$ cat config.mk
export PLATFORM = sky130hd
export DESIGN_NAME = aes_csr_shadow_monitor
export DESIGN_NICKNAME = d
export VERILOG_FILES = /design/src/rtl/aes_csr_shadow_monitor.sv
export SDC_FILE = /design/constraint.sdc
export NUM_CORES = 1
export LEC_CHECK = 0
export ABC_AREA = 1
export BUFFER_PORTS_ARGS = -buffer_cell sky130_fd_sc_hd__buf_2
export CORE_MARGIN = 2
export CORE_UTILIZATION = 50
export CTS_CLUSTER_SIZE = 24
export DETAILED_ROUTE_END_ITERATION = 6
export PLACE_DENSITY = 0.74
export REMOVE_ABC_BUFFERS = 1
export SYNTH_ARGS = -nofsm -noshare
export SYNTH_HDL_FRONTEND = slang
export SYNTH_SLANG_ARGS = --single-unit
$ cat constraint.sdc
create_clock -name clk_i -period 9.97 [get_ports clk_i]
set_input_delay 0.4985 -clock clk_i [delete_from_list [all_inputs] [get_ports clk_i]]
set_output_delay 0.4985 -clock clk_i [all_outputs]
set_load 0.02 [all_outputs]
$ cat src/rtl/aes_csr_shadow_monitor.sv
// Passive CSR monitor: keeps a byte-strobed shadow of the register file and checks in-order read data.
// Optional macro AES_CSR_MISMATCH_CNT_EN adds a saturating 16-bit mismatch counter output.
module aes_csr_shadow_monitor #(
  parameter int ADDR_WIDTH      = 32,
  parameter int DATA_WIDTH      = 32,
  parameter int NUM_REGS        = 8,
  parameter int BASE_ADDR       = 0,
  parameter int MAX_OUTSTANDING = 4
) (
  input  logic                                   clk_i,
  input  logic                                   rst_i,
  input  logic                                   req_valid_i,
  output logic                                   req_ready_o,
  input  logic                                   req_write_i,
  input  logic [ADDR_WIDTH-1:0]                  req_addr_i,
  input  logic [DATA_WIDTH-1:0]                  req_wdata_i,
  input  logic [DATA_WIDTH/8-1:0]                req_wstrb_i,
  input  logic                                   rsp_valid_i,
  input  logic [DATA_WIDTH-1:0]                  rsp_rdata_i,
  output logic                                   mismatch_o,
  output logic [ADDR_WIDTH-1:0]                  mismatch_addr_o,
  output logic [DATA_WIDTH-1:0]                  expected_o,
  output logic [$clog2(MAX_OUTSTANDING+1)-1:0]   outstanding_o,
  output logic                                   err_overflow_o,
  output logic                                   err_unexpected_rsp_o
`ifdef AES_CSR_MISMATCH_CNT_EN
  ,
  output logic [15:0]                            mismatch_cnt_o
`endif
);

  localparam int STRB_W     = DATA_WIDTH / 8;
  localparam int BYTE_SHIFT = $clog2(STRB_W);
  localparam int IDX_W      = $clog2(NUM_REGS);
  localparam int PTR_W      = (MAX_OUTSTANDING > 1) ? $clog2(MAX_OUTSTANDING) : 1;
  localparam int CNT_W      = $clog2(MAX_OUTSTANDING + 1);

  logic [DATA_WIDTH-1:0] r_shadow [NUM_REGS];
  logic [ADDR_WIDTH-1:0] r_q_addr [MAX_OUTSTANDING];
  logic [DATA_WIDTH-1:0] r_q_exp  [MAX_OUTSTANDING];
  logic [PTR_W-1:0]      r_wr_ptr;
  logic [PTR_W-1:0]      r_rd_ptr;
  logic [CNT_W-1:0]      r_count;
  logic                  r_mismatch;
  logic [ADDR_WIDTH-1:0] r_mismatch_addr;
  logic [DATA_WIDTH-1:0] r_expected;
  logic                  r_err_overflow;
  logic                  r_err_unexpected;

  logic [ADDR_WIDTH-1:0] w_offset;
  logic [ADDR_WIDTH-1:0] w_idx;
  logic [IDX_W-1:0]      w_sel;
  logic                  w_in_range;
  logic [DATA_WIDTH-1:0] w_rd_val;
  logic                  w_full;
  logic                  w_empty;
  logic                  w_accept;
  logic                  w_push;
  logic                  w_pop;
  logic                  w_shadow_wr;
  logic [ADDR_WIDTH-1:0] w_head_addr;
  logic [DATA_WIDTH-1:0] w_head_exp;

  function automatic logic [PTR_W-1:0] ptr_inc(input logic [PTR_W-1:0] p);
    return (p == PTR_W'(MAX_OUTSTANDING - 1)) ? '0 : p + PTR_W'(1);
  endfunction

  assign w_offset   = req_addr_i - ADDR_WIDTH'(BASE_ADDR);
  assign w_idx      = w_offset >> BYTE_SHIFT;
  assign w_sel      = w_idx[IDX_W-1:0];
  assign w_in_range = (req_addr_i >= ADDR_WIDTH'(BASE_ADDR)) && (w_idx < ADDR_WIDTH'(NUM_REGS));
  assign w_rd_val   = w_in_range ? r_shadow[w_sel] : '0;

  assign w_full      = (r_count == CNT_W'(MAX_OUTSTANDING));
  assign w_empty     = (r_count == '0);
  assign req_ready_o = !rst_i && !w_full;
  assign w_accept    = req_valid_i && req_ready_o;
  assign w_push      = w_accept && !req_write_i;
  assign w_shadow_wr = w_accept && req_write_i && w_in_range;
  // An empty queue never pops, even if a read is being pushed this same cycle.
  assign w_pop       = rsp_valid_i && !w_empty;
  assign w_head_addr = r_q_addr[r_rd_ptr];
  assign w_head_exp  = r_q_exp[r_rd_ptr];

  always_ff @(posedge clk_i) begin
    if (rst_i) begin
      for (int r = 0; r < NUM_REGS; r++) r_shadow[r] <= '0;
    end else if (w_shadow_wr) begin
      for (int b = 0; b < STRB_W; b++) begin
        if (req_wstrb_i[b]) r_shadow[w_sel][8*b +: 8] <= req_wdata_i[8*b +: 8];
      end
    end
  end

  // Expected data is snapshotted at acceptance, so later writes cannot disturb it.
  always_ff @(posedge clk_i) begin
    if (w_push) begin
      r_q_addr[r_wr_ptr] <= req_addr_i;
      r_q_exp[r_wr_ptr]  <= w_rd_val;
    end
  end

  always_ff @(posedge clk_i) begin
    if (rst_i) begin
      r_wr_ptr         <= '0;
      r_rd_ptr         <= '0;
      r_count          <= '0;
      r_mismatch       <= 1'b0;
      r_mismatch_addr  <= '0;
      r_expected       <= '0;
      r_err_overflow   <= 1'b0;
      r_err_unexpected <= 1'b0;
    end else begin
      if (w_push) r_wr_ptr <= ptr_inc(r_wr_ptr);
      if (w_pop)  r_rd_ptr <= ptr_inc(r_rd_ptr);
      if (w_push && !w_pop)      r_count <= r_count + CNT_W'(1);
      else if (w_pop && !w_push) r_count <= r_count - CNT_W'(1);
      r_mismatch <= w_pop && (rsp_rdata_i != w_head_exp);
      if (w_pop && (rsp_rdata_i != w_head_exp)) begin
        r_mismatch_addr <= w_head_addr;
        r_expected      <= w_head_exp;
      end
      if (req_valid_i && w_full) r_err_overflow <= 1'b1;
      if (rsp_valid_i && w_empty) r_err_unexpected <= 1'b1;
    end
  end

  assign mismatch_o           = r_mismatch;
  assign mismatch_addr_o      = r_mismatch_addr;
  assign expected_o           = r_expected;
  assign outstanding_o        = r_count;
  assign err_overflow_o       = r_err_overflow;
  assign err_unexpected_rsp_o = r_err_unexpected;

`ifdef AES_CSR_MISMATCH_CNT_EN
  logic [15:0] r_mismatch_cnt;

  always_ff @(posedge clk_i) begin
    if (rst_i) begin
      r_mismatch_cnt <= '0;
    end else if (r_mismatch && (r_mismatch_cnt != 16'hFFFF)) begin
      r_mismatch_cnt <= r_mismatch_cnt + 16'd1;
    end
  end

  assign mismatch_cnt_o = r_mismatch_cnt;
`endif

endmodule

==> reports/results.txt, run 1 <==
Core footprint = 47700 µm²
Fin crit share = 45.2%
Row cnt = 80
Xor/xnor cell area share of the yosys netlist = 0.0362%
Setup_tns = 0 ns
P&R area growth vs syn = 13.0%
Initial Utilization = 50.7%
Routed via count = 17083
Largest net degree at the start of global routing = 104
Hold_buf cts = 0
Post-Syn Instances = 2221
Fmax = 222 MHz
RSZ-0062 raised after global routing = false
Met2 WL = 29.3 mm
Clk slew on worst S/H paths = 0.06 ns
Worst path top cell family by delay = simple AND/OR/NAND/NOR gates
Startpoint types = flop
Avg Inst Size Synth = 10.9 µm²
Synth Area in Simple Gates = 18.8%
Main combinational cell family by area after synthesis = simple AND/OR/NAND/NOR gates
Layout Skew = 0.0202 ns
# Post-CTS Setup Buffers = 0
Final setup vio count = 0
Post-synthesis adder-cell area fraction = 0.393%
Netlist cell types = 34
WL met3 = 6.37 mm
Max_slew headroom = 17.7%
Clock network power share = 31.5%
FF-to-FF setup slack = 5.47 ns
Sw power = 0.00206 W
Fin. max-slew vios = 0
Initial DRC count = 1988
Vias per cell = 5.60
Layout Utilization = 57.3%
IO Count = 176
IO buf count = 175
Vias in the first global route = 16430
Post-Syn Area = 24200 µm²
Sequential power share = 45.3%
Antenna-violating nets left = 0
GRT overflow = 0
Worst Hold Class = in -> reg
Status = finished, final reports clean
CP Capture Type = flop
Drt wl/cell = 20.1 µm
Die area = 50200 µm²
Seq/Total Area, Yosys = 69.8%
Peak VDD IR = 0.000172 V
Worst-Skew Late Latency = 0.62 ns
CTS resizes = 0
Worst path cell trace = buf_4 -> inv_2 -> nand2_1 -> nand3_1 -> nand2_1 -> nand2_1 -> nand2_1 -> nand2_1 -> nor2_1 -> nand2_1 -> nor2_1 -> nand2_2 -> nand2_4 -> nor2_1 -> nor2_1
Synth warn = 0
CTS sink count = 588
Combinational share of power = 23.1%
P_leak = 11.1 nW
Die width = 224 µm
Post-DP HPWL = 38.0 mm
# Max-Cap Violations = 0
Critical path class = reg -> reg
CTS Buf Count = 58
Tmin final = 4.50 ns
Critical-path maximum fanout = 103
Die height = 224 µm
Mux contribution to synthesized area = 0%
Initial DRT Pass Iterations = 6
TritonCTS clock tree = done
Bufs and invs on worst path = 2
Storage cell area = 16900 µm²
Worst Max-Slew Pin Slew = 1.24 ns
Final WL = 61.4 mm
FILL cells = 3926
P per Cell Area = 237 nW/µm²
First-pass GRT wire length = 92.6 mm
Seq cells post-synth = 588
Area of the multi-input gates = 6190 µm²
Initial antenna violation count = 4
CP max-delay cell = nand2_4
Switching part of the total power = 31.7%
Slowest stage delay, CP = 1.06 ns
Nets = 2494
Data required, critical path = 10.53 ns
H-Tree Depth = 2
Root Driver = clkbuf_16
Synth Area in Compound Gates = 6.13%
CTS Buffer Depth = 3
RePlAce Congestion = 0.859
Worst path most repeated cell = nand2_1
GR Util All Layers = 24.2%
Hold Violations, Final = 0
Share of layout cells above drive strength 1 = 13.9%
Met1 WL = 23.9 mm
Total chip power = 0.00650 W
DRC = 0
Crit path DAT = 5.07 ns
Highest routed layer = met5
Internal power = 0.00444 W
## cell families after synthesis
group	after synthesis
flops	588
fa+ha+maj	7
xor+xnor	1
buf+inv	281
compound gates	239
simple gates	1105
## cell usage in the layout, fill, tap and decap left out, types with 18 or more instances in the layout
| cell type | count |
|---|---|
| nand3_1 | 118 |
| o21ai_0 | 57 |
| o22ai_1 | 108 |
| nand2_1 | 439 |
| a21oi_1 | 35 |
| clkinv_1 | 26 |
| or4_1 | 19 |
| nor2_1 | 446 |
| buf_2 | 175 |
| nor4_1 | 18 |
| clkbuf_1 | 18 |
| dfxtp_1 | 74 |
| or2_2 | 19 |
| buf_4 | 19 |
| edfxtp_1 | 512 |
| inv_1 | 175 |
| clkbuf_16 | 59 |
| nand2_2 | 33 |
## per-layer routing
| layer | vias to the layer above | track usage (%) |
|---|---|---|
| li1 | 7944 | - |
| met1 | 8139 | 31.7 |
| met5 | - | 0 |
| met4 | 4 | 8.11 |
| met3 | 128 | 5.34 |
| met2 | 868 | 40.2 |
## power groups by stage
stage,logic [W],clock network (W),registers [W]
CTS,0.00150,0.00207,0.00294
global placement,0.00146,0,0.00299
finish,0.00150,0.00205,0.00295
detailed placement,0.00150,0,0.00300
floorplan,0.000825,0,0.00316
global route,0.00169,0.00216,0.00296
## metrics by stage
step / hold slack, ns / setup WS, ns / instance area [µm²] / cells
global placement: 0.441 / 5.50 / 25600 / 2937
detailed placement: 0.448 / 5.43 / 25600 / 2937
global route: 0.0982 / 4.97 / 27400 / 3048
finish: 0.110 / 5.47 / 27400 / 3053
CTS: 0.0813 / 5.43 / 27400 / 3047
floorplan: 0.494 / 5.38 / 23800 / 2128
## synth_stat cells, drive strengths merged
master	number	area share, %
nor2	454	7.1
buf	40	1.1
nand3	119	2.5
o22ai	108	2.8
a211oi	1	0.031
a22oi	2	0.062
edfxtp	512	63
a32o	13	0.54
fa	1	0.083
xor2	1	0.036
ha	6	0.31
clkbuf	53	0.82
o22a	4	0.14
o221ai	12	0.43
clkinv	10	0.16
a41o	1	0.041
nand2	473	7.7
nand4	1	0.026
o21a	5	0.16
inv	178	2.8
nor3	2	0.041
a22o	1	0.036
dfxtp	76	6.3
or4	19	0.59
nor4	18	0.47
or2	19	0.49
o21ai	57	1.2
a21oi	35	0.72
## final cells by class
| cell class | count | area share, % |
|---|---|---|
| clock inverter | 30 | 0.672 |
| tap | 615 | 2.81 |
| sequential | 588 | 61.7 |
| clock buffer | 80 | 5.79 |
| inverter | 188 | 2.58 |
| antenna | 6 | 0.0549 |
| timing repair buffer | 194 | 3.72 |
| multi-input combinational | 1352 | 22.6 |
## registers in the layout, summed over array words and instances (netlist names), named ones only
name,flops
r_shadow,256
r_q_addr,128
r_q_exp,128
expected_o,32
mismatch_addr_o,32
outstanding_o,3
r_rd_ptr,2
r_wr_ptr,2
err_overflow_o,1
err_unexpected_rsp_o,1
mismatch_o,1
## path summary, 6_finish.rpt
| kind | startpoint | end | cells after the start |
|---|---|---|---|
| min | req_addr_i[0] | r_q_addr[2][0] | 1 |
| min reg2reg | err_overflow_o | err_overflow_o | 2 |
| max | flop | expected_o[23] | 15 |
| max reg2reg | flop | expected_o[23] | 15 |
(Power assumes the default switching activity.)
==> run 2: changes to the inputs <==
--- a/config.mk
+++ b/config.mk
@@ -5,13 +5,13 @@
 export SDC_FILE = /design/constraint.sdc
 export NUM_CORES = 1
 export LEC_CHECK = 0
-export ABC_AREA = 1
+export ABC_AREA = 0
 export BUFFER_PORTS_ARGS = -buffer_cell sky130_fd_sc_hd__buf_2
 export CORE_MARGIN = 2
 export CORE_UTILIZATION = 50
 export CTS_CLUSTER_SIZE = 24
 export DETAILED_ROUTE_END_ITERATION = 6
-export PLACE_DENSITY = 0.74
+export PLACE_DENSITY = 0.77
 export REMOVE_ABC_BUFFERS = 1
 export SYNTH_ARGS = -nofsm -noshare
 export SYNTH_HDL_FRONTEND = slang
==> constraint.sdc (replaced) <==
create_clock -name clk_i -period 3.77 [get_ports clk_i]
set_input_delay 0.1885 -clock clk_i [delete_from_list [all_inputs] [get_ports clk_i]]
set_output_delay 0.1885 -clock clk_i [all_outputs]
set_load 0.02 [all_outputs]
==> run 2 against run 1 <==
Against the previous run:
- sequential power increased to 2.6 times the previous value
- critical path type unchanged
- fmax increased by 46%
- largest cell class unchanged
- largest power group unchanged
- non-clock buffer count increased by 111
==> reports/results.txt, run 2 <==
Synth top area share = 63.9% (+0.44 points)
Core footprint = 47600 µm² (-0.21%)
Most flop-heavy register = r_shadow
P per Cell Area = 554 nW/µm² (+130%)
GR peak layer = met2
Post-DP HPWL = 37.2 mm (-2.2%)
Hold_buf cts = 66 (+66)
Initial DRT Pass Iterations = 5 (-1)
# Post-CTS Setup Buffers = 0 (unchanged)
Post-Syn Area = 24000 µm² (-0.69%)
Largest net degree at the start of global routing = 171 (+64%)
Max_slew headroom = 25.4% (+7.8 points)
Synth top area cells = edfxtp_1 64%, and2_1 6.8%, dfxtp_1 6.3%, mux4_2 6.0%, nand2b_1 3.4%
Post-Syn Instances = 1522 (-31%)
Critical path class = reg -> reg
Top-count cell post-synth = edfxtp_1
RePlAce Congestion = 0.845 (-1.7%)
Cell Count, Final, Fillers Out = 2482 (-19%)
Slowest stage delay, CP = 0.57 ns (-0.49 ns)
Seq/Total Area, Yosys = 70.3% (+0.48 points)
Synth area leader = edfxtp_1
GRT overflow = 0 (unchanged)
DRC = 0 (unchanged)
Fmax = 323 MHz (+46%)
Worst Max-Slew Pin Slew = 1.12 ns (-0.117 ns)
Max reg flops = 256 (unchanged)
Worst setup margin = 0.679 ns (-4.79 ns)
Clk slew on worst S/H paths = 0.06 ns (about the same)
IO Count = 176 (unchanged)
Avg Inst Size Synth = 15.8 µm² (+45%)
R2R depth = 8 (-7)
GR Util All Layers = 23.3% (-0.88 points)
Met2 usage = 37.9% (-2.3 points)
FF-to-FF setup slack = 0.68 ns (-4.79 ns)
Most frequent cells after synthesis = 512 x edfxtp_1, 261 x and2_1, 129 x nand2b_1
Final WL = 57.8 mm (-5.9%)
Largest registers = r_shadow (256), r_q_addr (128), r_q_exp (128)
CTS Buf Count = 59 (+1.7%)
Root Driver = clkbuf_16
Worst-Skew Late Latency = 0.63 ns (about the same)
Worst R2R End = expected_o[10]
Die area = 49900 µm² (-0.67%)
Most frequent cells in the layout = 512 x edfxtp_1, 257 x and2_1, 174 x buf_2
First-pass GRT wire length = 87.0 mm (-6.0%)
Final setup vio count = 0 (unchanged)
Nets = 1924 (-23%)
RSZ-0062 raised after global routing = false
Initial DRC count = 1452 (-27%)
Vias in the first global route = 14617 (-11%)
Netlist cell types = 35 (+2.9%)
Worst Hold End = r_wr_ptr[0]
Die height = 223 µm (-0.34%)
H-Tree Depth = 2 (unchanged)
CTS sink count = 588 (unchanged)
Initial Utilization = 50.5% (-0.24 points)
Dpl ws = 0.661 ns (-4.77 ns)
Fin crit share = 82.0% (+37 points)
Peak VDD IR = 0.000381 V (+120%)
Layout Skew = 0.0249 ns (+0.00467 ns)
Placed insts = 2300 (-22%)
CTS Buffer Depth = 3 (unchanged)
Crit path DAT = 3.62 ns (-1.45 ns)
Synth warn = 0 (unchanged)
Row cnt = 80 (unchanged)
Vias per cell = 5.76 (+2.9%)
P&R area growth vs syn = 19.0%
Most used DFF post-synth = edfxtp_1
# Max-Cap Violations = 0 (unchanged)
Share of layout cells above drive strength 1 = 23.8% (+9.9 points)
Met3 usage = 5.08% (-0.25 points)
Asr flop ratio synth = 0% (unchanged)
Fin. max-slew vios = 0 (unchanged)
Worst path cell trace = buf_12 -> mux4_2 -> xnor2_1 -> nand4_1 -> nor4_2 -> a31oi_4 -> buf_4 -> mux2i_1
CP Capture Type = flop
Data required, critical path = 4.30 ns (-6.23 ns)
P_leak = 10.4 nW (-6.6%)
Met1 Usage GRT = 30.9% (-0.81 points)
Worst hold path startpoint = req_write_i
Status = finished, final reports clean
Routed via count = 14290 (-16%)
Worst Hold Class = in -> reg
Antenna-violating nets left = 0 (unchanged)
Commonest non-fill, non-tap cell in the layout = edfxtp_1
Critical-path maximum fanout = 32 (-69%)
Die width = 223 µm (-0.34%)
Initial antenna violation count = 5 (+1)
CP max-delay cell = mux4_2
Worst hold path depth = 4 (+3)
Hold Violations, Final = 0 (unchanged)
TritonCTS clock tree = done
Seq cells post-synth = 588 (unchanged)
IO buf count = 175 (unchanged)
Tmin final = 3.09 ns (-1.41 ns)
CTS resizes = 0 (unchanged)
Startpoint types = flop
Post-synth EDFFs = 512 (unchanged)
Drt wl/cell = 23.3 µm (+16%)
run 2: power by group:
part / internal, W / switching (W) / total, W
Combinational: 0.000986 / 0.00126 / 0.00225
Clock: 0.00356 / 0.00246 / 0.00601
Sequential: 0.00737 / 0.000207 / 0.00758
run 2: layer usage:
metal,up-vias,part of all wire (%)
li1,6380,-
met1,7150,39
met2,636,48
met3,120,8.9
met4,4,4.0
met5,-,0.029
run 2: cell type report:
cell class / instances / area, µm²
diodes: 4 / 10.0
clock buffers: 83 / 1700
clock inverters: 29 / 319
fillers: 3538 / 19000
inverters: 11 / 41.3
multi-input cells: 847 / 6790
flip-flops and latches: 588 / 16900
well taps: 615 / 769
repair buffers: 305 / 2080
run 2: worst max path at each step:
stage,slack (ns),start,endpoint,depth (start not counted)
floorplan,-0.51,flop,expected_o[0],6
global placement,0.78,flop,mismatch_addr_o[5],8
detailed placement,0.66,flop,expected_o[10],8
CTS,0.65,flop,expected_o[10],8
global route,0.46,outstanding_o[0],outstanding_o[2],10
finish,0.68,flop,expected_o[10],8
run 2: per-stage QoR:
step                TNS, ns  area (µm²)  hold slack (ns)  total power (W)  utilization, %
global route              0       28600            0.213           0.0164            60.0
CTS                       0       28600            0.141           0.0159            60.0
finish                    0       28600            0.174           0.0158            60.1
global placement          0       25900            0.404          0.00985            54.4
detailed placement        0       25900            0.415          0.00992            54.4
floorplan            -30.74       23700            0.258          0.00912               -
run 2: cell families after synthesis:
| group | share of synthesized area (%) |
|---|---|
| xor+xnor | 1.24 |
| flops | 70.3 |
| fa+ha+maj | 0.395 |
| compound gates | 4.19 |
| simple gates | 13.5 |
| buf+inv | 1.60 |
| mux | 8.82 |
run 2: worst max-delay path: cells and delay by family (launching register included):
kind	cells	cell delay, ns
xor+xnor	1	0.17
simple gates	2	0.65
compound gates	1	0.44
buf+inv	2	0.62
flops	1	0.34
mux	2	0.76
==> run 3: changes to the inputs <==
==> constraint.sdc (replaced) <==
create_clock -name clk_i -period 2.75 [get_ports clk_i]
set_input_delay 0.1375 -clock clk_i [delete_from_list [all_inputs] [get_ports clk_i]]
set_output_delay 0.1375 -clock clk_i [all_outputs]
set_load 0.02 [all_outputs]
==> run 3 against run 2 <==
Against the previous run:
- wire length increased by 2.7%
- combinational power increased by 45%
- die area unchanged
- core utilization increased by 1.5 points
- fmax increased by 16%
- largest cell class unchanged
- clock skew about the same
==> reports/results.txt, run 3 (synthesis gave the netlist of run 2 again) <==
Clock network power share = 37.8% (-0.2 points)
Most flop-heavy register = r_shadow
Nets = 1984 (+3.1%)
Status = finished, final reports clean
WHS = 0.147 ns (-0.0274 ns)
Storage cell area = 16900 µm² (about the same)
Data required, critical path = 3.28 ns (-1.02 ns)
CP Capture Type = flop
Root Driver = clkbuf_16
Die width = 223 µm (unchanged)
DRC = 0 (unchanged)
# Max-Cap Violations = 0 (unchanged)
Row cnt = 80 (unchanged)
Post-DP HPWL = 38.7 mm (+4.1%)
Peak VDD IR = 0.000491 V (+29%)
GRT overflow = 0 (unchanged)
Vias in the first global route = 14847 (+1.6%)
Fin. max-slew vios = 0 (unchanged)
Core footprint = 47600 µm² (unchanged)
CP max-delay cell = mux4_2
Worst Hold Class = in -> reg
RSZ-0062 raised after global routing = true
Clk slew on worst S/H paths = 0.06 ns (about the same)
Critical path class = reg -> reg
CTS sink count = 588 (unchanged)
RePlAce Congestion = 0.855 (+1.2%)
Cell Count, Final, Fillers Out = 2541 (+2.4%)
Die height = 223 µm (unchanged)
Initial DRT Pass Iterations = 5 (unchanged)
Die area = 49900 µm² (unchanged)
IO Count = 176 (unchanged)
Drt wl/cell = 23.4 µm (+0.32%)
Combinational share of power = 14.8% (+0.6 points)
Placed insts = 2360 (+2.6%)
Bufs and invs on worst path = 3 (+1)
Worst-Skew Late Latency = 0.61 ns (-0.02 ns)
P_leak = 10.8 nW (+3.8%)
Largest registers = r_shadow (256), r_q_addr (128), r_q_exp (128)
First-pass GRT wire length = 87.9 mm (+1.0%)
Worst path top cell family by delay = multiplexers
Initial Utilization = 50.5% (unchanged)
Slowest stage delay, CP = 0.54 ns (-0.03 ns)
Sw power = 0.00540 W (+38%)
Worst Max-Slew Pin Slew = 0.749 ns (-0.370 ns)
Fmax = 375 MHz (+16%)
Switching part of the total power = 24.5% (-0.26 points)
Sequential power share = 47.4% (-0.5 points)
GR Util All Layers = 23.6% (+0.23 points)
FILL cells = 3389 (-4.2%)
Setup_tns = 0 ns (unchanged)
Tmin final = 2.66 ns (-0.427 ns)
Share of layout cells above drive strength 1 = 26.5% (+2.7 points)
Most frequent cells in the layout = 512 x edfxtp_1, 257 x and2_1, 174 x buf_2
P per Cell Area = 751 nW/µm² (+36%)
Routed via count = 14547 (+1.8%)
TritonCTS clock tree = done
Critical-path maximum fanout = 16 (-50%)
Number of cells on the critical path = 9 (+1)
Worst hold path depth = 5 (+1)
Vias per cell = 5.72 (-0.57%)
Hold Violations, Final = 0 (unchanged)
Max reg flops = 256 (unchanged)
Initial antenna violation count = 5 (unchanged)
R2R depth = 9 (+1)
Fin crit share = 96.9% (+15 points)
Largest net degree at the start of global routing = 171 (unchanged)
CTS Buf Count = 57 (-3.4%)
Commonest non-fill, non-tap cell in the layout = edfxtp_1
Final WL = 59.4 mm (+2.7%)
Final setup vio count = 0 (unchanged)
Area of the multi-input gates = 6820 µm² (+0.41%)
CTS Buffer Depth = 3 (unchanged)
Internal power = 0.0166 W (+40%)
Antenna-violating nets left = 0 (unchanged)
P&R area growth vs syn = 21.9%
Layout Utilization = 61.5% (+1.5 points)
Startpoint types = flop
IO buf count = 175 (unchanged)
Max_slew headroom = 50.0% (+25 points)
Worst path cell trace = buf_12 -> buf_6 -> mux4_2 -> xnor2_1 -> nand4_1 -> nor2_4 -> a31o_4 -> clkbuf_16 -> mux2i_1
Initial DRC count = 1470 (+1.2%)
H-Tree Depth = 2 (unchanged)
Layout Skew = 0.0253 ns (+0.000404 ns)
Crit path DAT = 3.19 ns (-0.43 ns)
==> run 3: cell count changes in the layout (fill, tap and decap cells not counted), moves of 3 or more <==
| cell | before | now |
|---|---|---|
| buf_4 | 60 | 106 |
| buf_12 | 5 | 16 |
| clkinv_1 | 6 | 1 |
| buf_6 | 0 | 3 |
| clkbuf_8 | 9 | 12 |
==> run 3: power groups by stage <==
stage	sequential (W)	clock (W)	combinational, W
floorplan	0.0110	0	0.00155
global placement	0.0106	0	0.00299
detailed placement	0.0106	0	0.00305
CTS	0.0104	0.00841	0.00316
global route	0.0105	0.00877	0.00347
finish	0.0104	0.00832	0.00327
==> run 3: worst paths after layout <==
check / start / endpoint / slack (ns)
worst min-delay path: req_write_i / r_wr_ptr[0] / 0.15
worst min register to register: mismatch_addr_o[4] / mismatch_addr_o[4] / 0.47
worst max-delay path: flop / mismatch_addr_o[17] / 0.09
worst max register to register: flop / mismatch_addr_o[17] / 0.09
==> run 3: cell type report <==
cell class                      count  area share [%]
Clock buffer                       85            5.92
Multi-Input combinational cell    847            23.3
Tap cell                          615            2.62
Inverter                           11           0.141
Timing Repair Buffer              367            9.32
Sequential cell                   588            57.6
Clock inverter                     23            1.05
Antenna cell                        5          0.0427
==> run 3: metal layers <==
| layer | vias to the layer above | track usage (%) | routed length [µm] |
|---|---|---|---|
| li1 | 6489 | - | - |
| met1 | 7262 | 31.3 | 23500 |
| met3 | 122 | 4.10 | 4890 |
| met4 | 6 | 8.82 | 1970 |
| met2 | 668 | 39.1 | 29000 |
| met5 | - | 0 | 27 |
==> run 3: per-stage QoR <==
| stage | power [W] | worst slack (ns) | instance area (µm²) |
|---|---|---|---|
| 2_1_floorplan | 0.0125 | -1.53 | 23700 |
| 3_3_place_gp | 0.0136 | 0.0334 | 26500 |
| 3_5_place_dp | 0.0137 | -0.0396 | 26500 |
| 4_1_cts | 0.0220 | 0.0258 | 29200 |
| 5_1_grt | 0.0227 | -0.0407 | 29300 |
| 6_report | 0.0220 | 0.0856 | 29300 |
==> run 3: worst min-delay path: stages <==
cell     delay, ns
buf_2         0.14
nor2b_2       0.07
buf_4         0.16
mux2i_1       0.12
nor2_1        0.08
==> run 3: timing repair <==
action                     in CTS  in global routing
buffers inserted                0                  0
hold buffers                   66                  0
resized for setup               1                 10
pin swaps                       0                  3
gates cloned                    0                  2
hold endpoints to repair      386                  0
setup endpoints to repair      23                 44
